$ cat src/rtl/gpr_wb_scheduler_if.sv
// Bundle between issue/decode, the two writeback requesters and the
// register-file write port. The scheduler takes the slave view.
interface gpr_wb_scheduler_if #(
   parameter int XLEN = 32,
   parameter int RAW  = 5
);
   logic            issue_valid;
   logic [RAW-1:0]  issue_rd;
   logic            issue_ready;
   logic [RAW-1:0]  rs1;
   logic [RAW-1:0]  rs2;
   logic            busy1;
   logic            busy2;
   logic            wb0_valid;
   logic [RAW-1:0]  wb0_addr;
   logic [XLEN-1:0] wb0_data;
   logic            wb0_ready;
   logic            wb1_valid;
   logic [RAW-1:0]  wb1_addr;
   logic [XLEN-1:0] wb1_data;
   logic            wb1_ready;
   logic            gpr_wena;
   logic [RAW-1:0]  gpr_waddr;
   logic [XLEN-1:0] gpr_wdata;
   logic [RAW:0]    pending_cnt;
   logic            err;

   modport master (
      output issue_valid, issue_rd, rs1, rs2,
             wb0_valid, wb0_addr, wb0_data, wb1_valid, wb1_addr, wb1_data,
      input  issue_ready, busy1, busy2, wb0_ready, wb1_ready,
             gpr_wena, gpr_waddr, gpr_wdata, pending_cnt, err
   );

   modport slave (
      input  issue_valid, issue_rd, rs1, rs2,
             wb0_valid, wb0_addr, wb0_data, wb1_valid, wb1_addr, wb1_data,
      output issue_ready, busy1, busy2, wb0_ready, wb1_ready,
             gpr_wena, gpr_waddr, gpr_wdata, pending_cnt, err
   );
endinterface

$ cat src/rtl/gpr_wb_scheduler.sv
// Writeback scheduler + pending-write scoreboard for the GPR file.
// Two requesters share the single write port under round-robin; the
// busy vector tracks reserved destinations for RAW/WAW stalls in decode.
module gpr_wb_scheduler #(
   parameter int XLEN = 32,
   parameter int RAW  = 5,
   parameter int NREG = 32
) (
   input logic               clk,
   input logic               rst,
   gpr_wb_scheduler_if.slave bus
);
   typedef struct packed {
      logic [RAW-1:0]  addr;
      logic [XLEN-1:0] data;
   } wb_req_t;

   logic [NREG-1:0] busy, busy_nxt;
   logic [RAW:0]    cnt, cnt_nxt;
   logic            last_grant;   // 1: requester 1 was granted most recently
   logic            err_q;
   logic            wena_q;
   logic [RAW-1:0]  waddr_q;
   logic [XLEN-1:0] wdata_q;

   wb_req_t [1:0] req;
   wb_req_t       sel;
   logic [1:0]    vld, grant;
   logic          xfer, issue_ok, set_en, clr_en;

   assign vld    = {bus.wb1_valid, bus.wb0_valid};
   assign req[0] = {bus.wb0_addr, bus.wb0_data};
   assign req[1] = {bus.wb1_addr, bus.wb1_data};

   // Round-robin pick: on contention the requester not granted last time wins.
   always_comb begin
      grant = 2'b00;
      if (!rst) begin
         if (vld[0] && (!vld[1] || last_grant)) grant[0] = 1'b1;
         else if (vld[1])                       grant[1] = 1'b1;
      end
   end

   assign xfer     = |grant;
   assign sel      = grant[1] ? req[1] : req[0];
   assign issue_ok = !rst && (bus.issue_rd == '0 || !busy[bus.issue_rd]);
   assign set_en   = bus.issue_valid && issue_ok && (bus.issue_rd != '0);
   // Only clear a bit that is really set, so the count stays a true popcount
   // even after a stray write to an unreserved register.
   assign clr_en   = wena_q && busy[waddr_q] && !(set_en && bus.issue_rd == waddr_q);

   // Next scoreboard state and pending count; a set beats a clear on one register.
   always_comb begin
      busy_nxt = busy;
      if (clr_en) busy_nxt[waddr_q]      = 1'b0;
      if (set_en) busy_nxt[bus.issue_rd] = 1'b1;
      busy_nxt[0] = 1'b0;
      cnt_nxt = cnt;
      if (set_en && !clr_en)      cnt_nxt = cnt + 1'b1;
      else if (clr_en && !set_en) cnt_nxt = cnt - 1'b1;
   end

   // State update: scoreboard, arbiter history, write-port register, sticky error.
   always_ff @(posedge clk) begin
      if (rst) begin
         busy       <= '0;
         cnt        <= '0;
         last_grant <= 1'b1;
         err_q      <= 1'b0;
         wena_q     <= 1'b0;
         waddr_q    <= '0;
         wdata_q    <= '0;
      end else begin
         busy <= busy_nxt;
         cnt  <= cnt_nxt;
         if (xfer) begin
            last_grant <= grant[1];
            wena_q     <= (sel.addr != '0);
            waddr_q    <= sel.addr;
            wdata_q    <= sel.data;
         end else begin
            wena_q <= 1'b0;
         end
         if (xfer && sel.addr != '0 && !busy[sel.addr]) err_q <= 1'b1;
      end
   end

   assign bus.issue_ready = issue_ok;
   assign bus.busy1       = busy[bus.rs1];
   assign bus.busy2       = busy[bus.rs2];
   assign bus.wb0_ready   = grant[0];
   assign bus.wb1_ready   = grant[1];
   assign bus.gpr_wena    = wena_q;
   assign bus.gpr_waddr   = waddr_q;
   assign bus.gpr_wdata   = wdata_q;
   assign bus.pending_cnt = cnt;
   assign bus.err         = err_q;
endmodule

$ cat src/flat_wrapper.sv
// flat-port wrapper written by rule: the top's interface ports become plain ports
module gpr_wb_scheduler_flat 
#(
   parameter int XLEN = 32,
   parameter int RAW  = 5,
   parameter int NREG = 32
)
  (clk, rst, bus_issue_valid, bus_issue_rd, bus_rs1, bus_rs2, bus_wb0_valid, bus_wb0_addr, bus_wb0_data, bus_wb1_valid, bus_wb1_addr, bus_wb1_data, bus_issue_ready, bus_busy1, bus_busy2, bus_wb0_ready, bus_wb1_ready, bus_gpr_wena, bus_gpr_waddr, bus_gpr_wdata, bus_pending_cnt, bus_err);
  gpr_wb_scheduler_if #(.XLEN(XLEN), .RAW(RAW)) bus_i ();
  input logic clk;
  input logic rst;
  input wire logic [$bits(bus_i.issue_valid)-1:0] bus_issue_valid;
  input wire logic [$bits(bus_i.issue_rd)-1:0] bus_issue_rd;
  input wire logic [$bits(bus_i.rs1)-1:0] bus_rs1;
  input wire logic [$bits(bus_i.rs2)-1:0] bus_rs2;
  input wire logic [$bits(bus_i.wb0_valid)-1:0] bus_wb0_valid;
  input wire logic [$bits(bus_i.wb0_addr)-1:0] bus_wb0_addr;
  input wire logic [$bits(bus_i.wb0_data)-1:0] bus_wb0_data;
  input wire logic [$bits(bus_i.wb1_valid)-1:0] bus_wb1_valid;
  input wire logic [$bits(bus_i.wb1_addr)-1:0] bus_wb1_addr;
  input wire logic [$bits(bus_i.wb1_data)-1:0] bus_wb1_data;
  output wire logic [$bits(bus_i.issue_ready)-1:0] bus_issue_ready;
  output wire logic [$bits(bus_i.busy1)-1:0] bus_busy1;
  output wire logic [$bits(bus_i.busy2)-1:0] bus_busy2;
  output wire logic [$bits(bus_i.wb0_ready)-1:0] bus_wb0_ready;
  output wire logic [$bits(bus_i.wb1_ready)-1:0] bus_wb1_ready;
  output wire logic [$bits(bus_i.gpr_wena)-1:0] bus_gpr_wena;
  output wire logic [$bits(bus_i.gpr_waddr)-1:0] bus_gpr_waddr;
  output wire logic [$bits(bus_i.gpr_wdata)-1:0] bus_gpr_wdata;
  output wire logic [$bits(bus_i.pending_cnt)-1:0] bus_pending_cnt;
  output wire logic [$bits(bus_i.err)-1:0] bus_err;
  assign bus_i.issue_valid = bus_issue_valid;
  assign bus_i.issue_rd = bus_issue_rd;
  assign bus_i.rs1 = bus_rs1;
  assign bus_i.rs2 = bus_rs2;
  assign bus_i.wb0_valid = bus_wb0_valid;
  assign bus_i.wb0_addr = bus_wb0_addr;
  assign bus_i.wb0_data = bus_wb0_data;
  assign bus_i.wb1_valid = bus_wb1_valid;
  assign bus_i.wb1_addr = bus_wb1_addr;
  assign bus_i.wb1_data = bus_wb1_data;
  assign bus_issue_ready = bus_i.issue_ready;
  assign bus_busy1 = bus_i.busy1;
  assign bus_busy2 = bus_i.busy2;
  assign bus_wb0_ready = bus_i.wb0_ready;
  assign bus_wb1_ready = bus_i.wb1_ready;
  assign bus_gpr_wena = bus_i.gpr_wena;
  assign bus_gpr_waddr = bus_i.gpr_waddr;
  assign bus_gpr_wdata = bus_i.gpr_wdata;
  assign bus_pending_cnt = bus_i.pending_cnt;
  assign bus_err = bus_i.err;
  gpr_wb_scheduler #(.XLEN(XLEN), .RAW(RAW), .NREG(NREG)) u_core (.clk(clk), .rst(rst), .bus(bus_i));
endmodule
$ cat config.mk
export PLATFORM = sky130hd
export DESIGN_NAME = gpr_wb_scheduler_flat
export DESIGN_NICKNAME = d
export VERILOG_FILES = /design/src/rtl/gpr_wb_scheduler_if.sv /design/src/rtl/gpr_wb_scheduler.sv /design/src/flat_wrapper.sv
export SDC_FILE = /design/constraint.sdc
export NUM_CORES = 1
export LEC_CHECK = 0
export CELL_PAD_IN_SITES_DETAIL_PLACEMENT = 1
export CELL_PAD_IN_SITES_GLOBAL_PLACEMENT = 1
export CORE_ASPECT_RATIO = 1.1
export CORE_MARGIN = 1
export CORE_UTILIZATION = 36
export CTS_BUF_LIST = sky130_fd_sc_hd__clkbuf_16
export DETAILED_ROUTE_END_ITERATION = 10
export GPL_TIMING_DRIVEN = 1
export HOLD_SLACK_MARGIN = 0.02
export PLACE_DENSITY_LB_ADDON = 0.25
export RECOVER_POWER = 100
export SYNTH_ARGS = -nofsm -noshare
export SYNTH_HDL_FRONTEND = slang
export SYNTH_SLANG_ARGS = --single-unit
$ cat constraint.sdc
create_clock -name clk -period 5.2 [get_ports clk]
set_clock_uncertainty 0.1 [all_clocks]
set_input_delay 1.04 -clock clk [delete_from_list [all_inputs] [get_ports clk]]
set_output_delay 1.04 -clock clk [all_outputs]
set_load 0.03 [all_outputs]
==> flow_metrics.env, run 1 <==
export IMPL_crit_chain="dlygate4sd3_1 > mux4_2 > mux4_2 > mux2_2 > clkdlybuf4s50_1"
export IMPL_cp_arrival_ps=3830
export IMPL_synth_edf_count=0
export IMPL_drt_initial_drc_count=396
export IMPL_fin_cells=881
export IMPL_slowest_delay_ps=870
export IMPL_rr_worst_depth=15
export IMPL_layout_drive_gt1_share_pct=10.47
export IMPL_synth_area_leaders="dfxtp_1, mux4_2, nand2_1"
export IMPL_path_clk_slew_ps=60
export IMPL_cp_top_family="buffers and inverters"
export IMPL_clock_sinks=77
export IMPL_dpl_cell_area_mm2=0.006591
export IMPL_r2r_start="u_core.bus.gpr_waddr[0]"
export IMPL_slowest_stage="dlygate4sd3_1"
export IMPL_yosysTopAreaCell="dfxtp_1"
export IMPL_end_kind="output pin"
export IMPL_grt_usage_pct=27.85
export IMPL_ys_ff_latch=77
export IMPL_fin_area_mm2=0.006893
export IMPL_hold_path_class="reg -> reg"
export IMPL_clock_path_buffers=2
export IMPL_cts_root_buf="clkbuf_16"
export IMPL_syn_area_per_cell_um2=8.734
export IMPL_worst_pin_slew_ps=1741
export IMPL_final_common_cell="clkdlybuf4s50_1"
export IMPL_startpoint_type="input pin"
export IMPL_critPathKind="in -> out"
export IMPL_crit_cells=5
export IMPL_layout_min_cycle_time_ps=4975
export IMPL_grt_max_degree=44
export IMPL_crit_end="bus_busy2"
export IMPL_place_congestion=0.9313
export IMPL_wl_met2_um=9241
export IMPL_pwr_density_cell_mw_per_mm2=260.7
export IMPL_ant_nets=0
export IMPL_num_rows=44
export IMPL_syn_instance_count=575
export IMPL_r2r_slack_ps=550
export IMPL_cp_max_fo=9
export IMPL_status="finished, violations left"
export IMPL_met1_length_um=7224
export IMPL_nets=794
export IMPL_ys_seq_area_share_pct=30.69
export IMPL_ys_warn_count=0
export IMPL_grt_overflow=0
export IMPL_crit_top_cell="mux4_2"
export IMPL_hold_viol=0
export IMPL_irDropWorstVdd_uv=155.1
export IMPL_synth_area_mm2=0.005022
export IMPL_violations="max-capacitance violations, max-slew violations"
export IMPL_core_mm2=0.01338
export IMPL_wl_met3_um=1938
export IMPL_initial_core_util_pct=37.54
export IMPL_worst_endpoint_required_ps=4060
export IMPL_die_y_um=125.9
export IMPL_synth_flop_cell="dfxtp_1"
export IMPL_ys_types=55
export IMPL_p_leak_nw=2.557
export IMPL_crit_path_start="bus_rs2[0]"
export IMPL_clock_latency_ps=340
export IMPL_post_place_cells=866
export IMPL_reg2reg_to="u_core.bus.pending_cnt[5]"
export IMPL_viasPerCell=5.990
export IMPL_first_global_vias=5605
export IMPL_routed_wl_um=19110
export IMPL_drcViolationCount=0
export IMPL_hold_buffers=0
export IMPL_tns_ps=0
export IMPL_pin_count=144
export IMPL_cts_buffers_inserted=9
export IMPL_grt_setup_unrepaired="no"
export IMPL_async_flop_share_pct=0
export IMPL_die_area_mm2=0.01443
export IMPL_dieWidth_um=114.6
export IMPL_drt_first_pass_iters=5
export IMPL_cp_buffers_inverters=2
export IMPL_synth_top_cell_area_share_pct=30.69
export IMPL_htree_levels=3
export IMPL_slew_limit_headroom_pct=-16.08
export IMPL_grt_pass1_wl_um=30710
export IMPL_synthToLayoutAreaGrowth_pct=37.24
export IMPL_via_count=5277
export IMPL_setup_viol=0
export IMPL_top_layer="met4"
export IMPL_max_freq_mhz=201.0
export IMPL_maxCapViolCount=1
export IMPL_antenna_cells=0
export IMPL_layout_common_cells="clkdlybuf4s50_1, nand2_1, dfxtp_1"
export IMPL_syn_num_nets=676
export IMPL_finalCritPeriodShare_pct=95.67
export IMPL_wire_per_inst_um=21.69
export IMPL_cts_tree="done"
export IMPL_grt_antenna_before_repair=0
export IMPL_dp_hpwl_um=14060
export IMPL_io_buffer_count=143
export IMPL_slew_violations=35
==> power by group <==
part | switching (mW) | total [mW] | leakage [nW] | internal, mW
clock network | 0.244 | 0.706 | 0.160 | 0.462
logic | 0.235 | 0.429 | 1.77 | 0.194
registers | 0.0380 | 0.662 | 0.631 | 0.624
total | 0.517 | 1.80 | 2.56 | 1.28
==> sequential cells by signal (all words and copies together) (netlist names) <==
register,cells
u_core.bus.pending_cnt,6
u_core.last_grant,1
u_core.busy,31
u_core.bus.gpr_waddr,5
u_core.bus.gpr_wdata,32
u_core.bus.err,1
u_core.bus.gpr_wena,1
==> stage by stage <==
stage,hold slack [ps],setup WS [ps],util (%),total power [mW]
3_5_place_dp,359.4,-76.61,49.27,1.118
3_3_place_gp,361.7,108.7,49.27,1.106
6_report,362.1,225.3,51.52,1.797
2_1_floorplan,379.8,384.1,-,0.9164
5_1_grt,382.0,103.8,51.52,1.883
4_1_cts,370.5,258.6,51.72,1.832
==> kinds of logic after synthesis <==
logic type	after synthesis	synth area share, %
xor+xnor	5	0.8721
mux	60	21.15
buf+inv	60	4.708
compound gates	145	21.08
fa+ha+maj	7	1.893
flops	77	30.69
simple gates	221	19.61
==> worst register-to-register path, cell delays in order, from the launching register on <==
cell      delay (ps)
dfxtp_1          850
mux4_2           600
a22o_1           260
a221oi_1         280
a31oi_2          410
inv_1            260
ha_1             210
inv_1            110
ha_1             350
a21oi_1          160
nand2_1          100
a21o_1           180
a21oi_1          170
xnor2_1           90
or3_1            300
a21oi_1          150
==> worst min-delay path by stage <==
stage	from	end	slack, ps	cells past startpoint
floorplan	u_core.busy[12]	u_core.busy[12]	380	2
global placement	u_core.bus.err	u_core.bus.err	360	2
detailed placement	u_core.bus.err	u_core.bus.err	360	2
CTS	u_core.bus.err	u_core.bus.err	370	2
global route	u_core.bus.err	u_core.bus.err	380	2
finish	u_core.bus.err	u_core.bus.err	360	2
==> metal layers <==
layer	up-vias	global-route usage, %
met2	231	46.02
met1	2587	32.82
met5	-	0
li1	2408	-
met4	0	12.15
met3	51	9.143
==> what timing repair did <==
action | in CTS | in global routing
setup endpoints to repair | 0 | 1
setup buffers | 0 | 0
gates resized for setup | 0 | 1
==> cell type report <==
type	count	area, µm²
Clock buffer	9	225.2
Clock inverter	6	102.6
Fill cell	1536	6485
Inverter	13	48.80
Multi-Input combinational cell	438	3238
Sequential cell	77	1541
Tap cell	184	230.2
Timing Repair Buffer	154	1506
==> cells in the mapped netlist, types with 3 or more instances <==
cell type and number:
mux2_2 9, o31ai_1 4, o211ai_1 6, buf_1 5
buf_2 3, dfxtp_1 77, or3_1 4, nand2_1 89
clkbuf_1 38, inv_1 12, nor2b_1 4, and3_1 5
o21ai_0 33, a311o_1 3, xor2_1 3, nand2b_1 7
nand3_1 22, and2_1 3, a22o_1 9, o311ai_0 5
nor3_1 6, a21oi_1 15, a31oi_1 8, nor3b_1 4
o2bb2ai_1 3, ha_1 6, mux2i_1 15, a211oi_1 7
a311oi_1 34, a2111oi_0 4, mux4_2 36, nor2_1 66
Note: power is estimated with default switching activity, not from simulation.
==> run 2: changes to the inputs <==
--- a/config.mk
+++ b/config.mk
@@ -16,6 +16,7 @@
 export HOLD_SLACK_MARGIN = 0.02
 export PLACE_DENSITY_LB_ADDON = 0.25
 export RECOVER_POWER = 100
+export SKIP_LAST_GASP = 1
 export SYNTH_ARGS = -nofsm -noshare
 export SYNTH_HDL_FRONTEND = slang
 export SYNTH_SLANG_ARGS = --single-unit
==> results of run 2 <==
No change in the layout: final DEF, timing and power equal those of run 1.
==> run 3: changes to the inputs <==
--- a/config.mk
+++ b/config.mk
@@ -11,6 +11,7 @@
 export CORE_MARGIN = 1
 export CORE_UTILIZATION = 36
 export CTS_BUF_LIST = sky130_fd_sc_hd__clkbuf_16
+export CTS_CLUSTER_SIZE = 24
 export DETAILED_ROUTE_END_ITERATION = 10
 export GPL_TIMING_DRIVEN = 1
 export HOLD_SLACK_MARGIN = 0.02
==> results of run 3 <==
No change in the layout: final DEF, timing and power equal those of run 1.
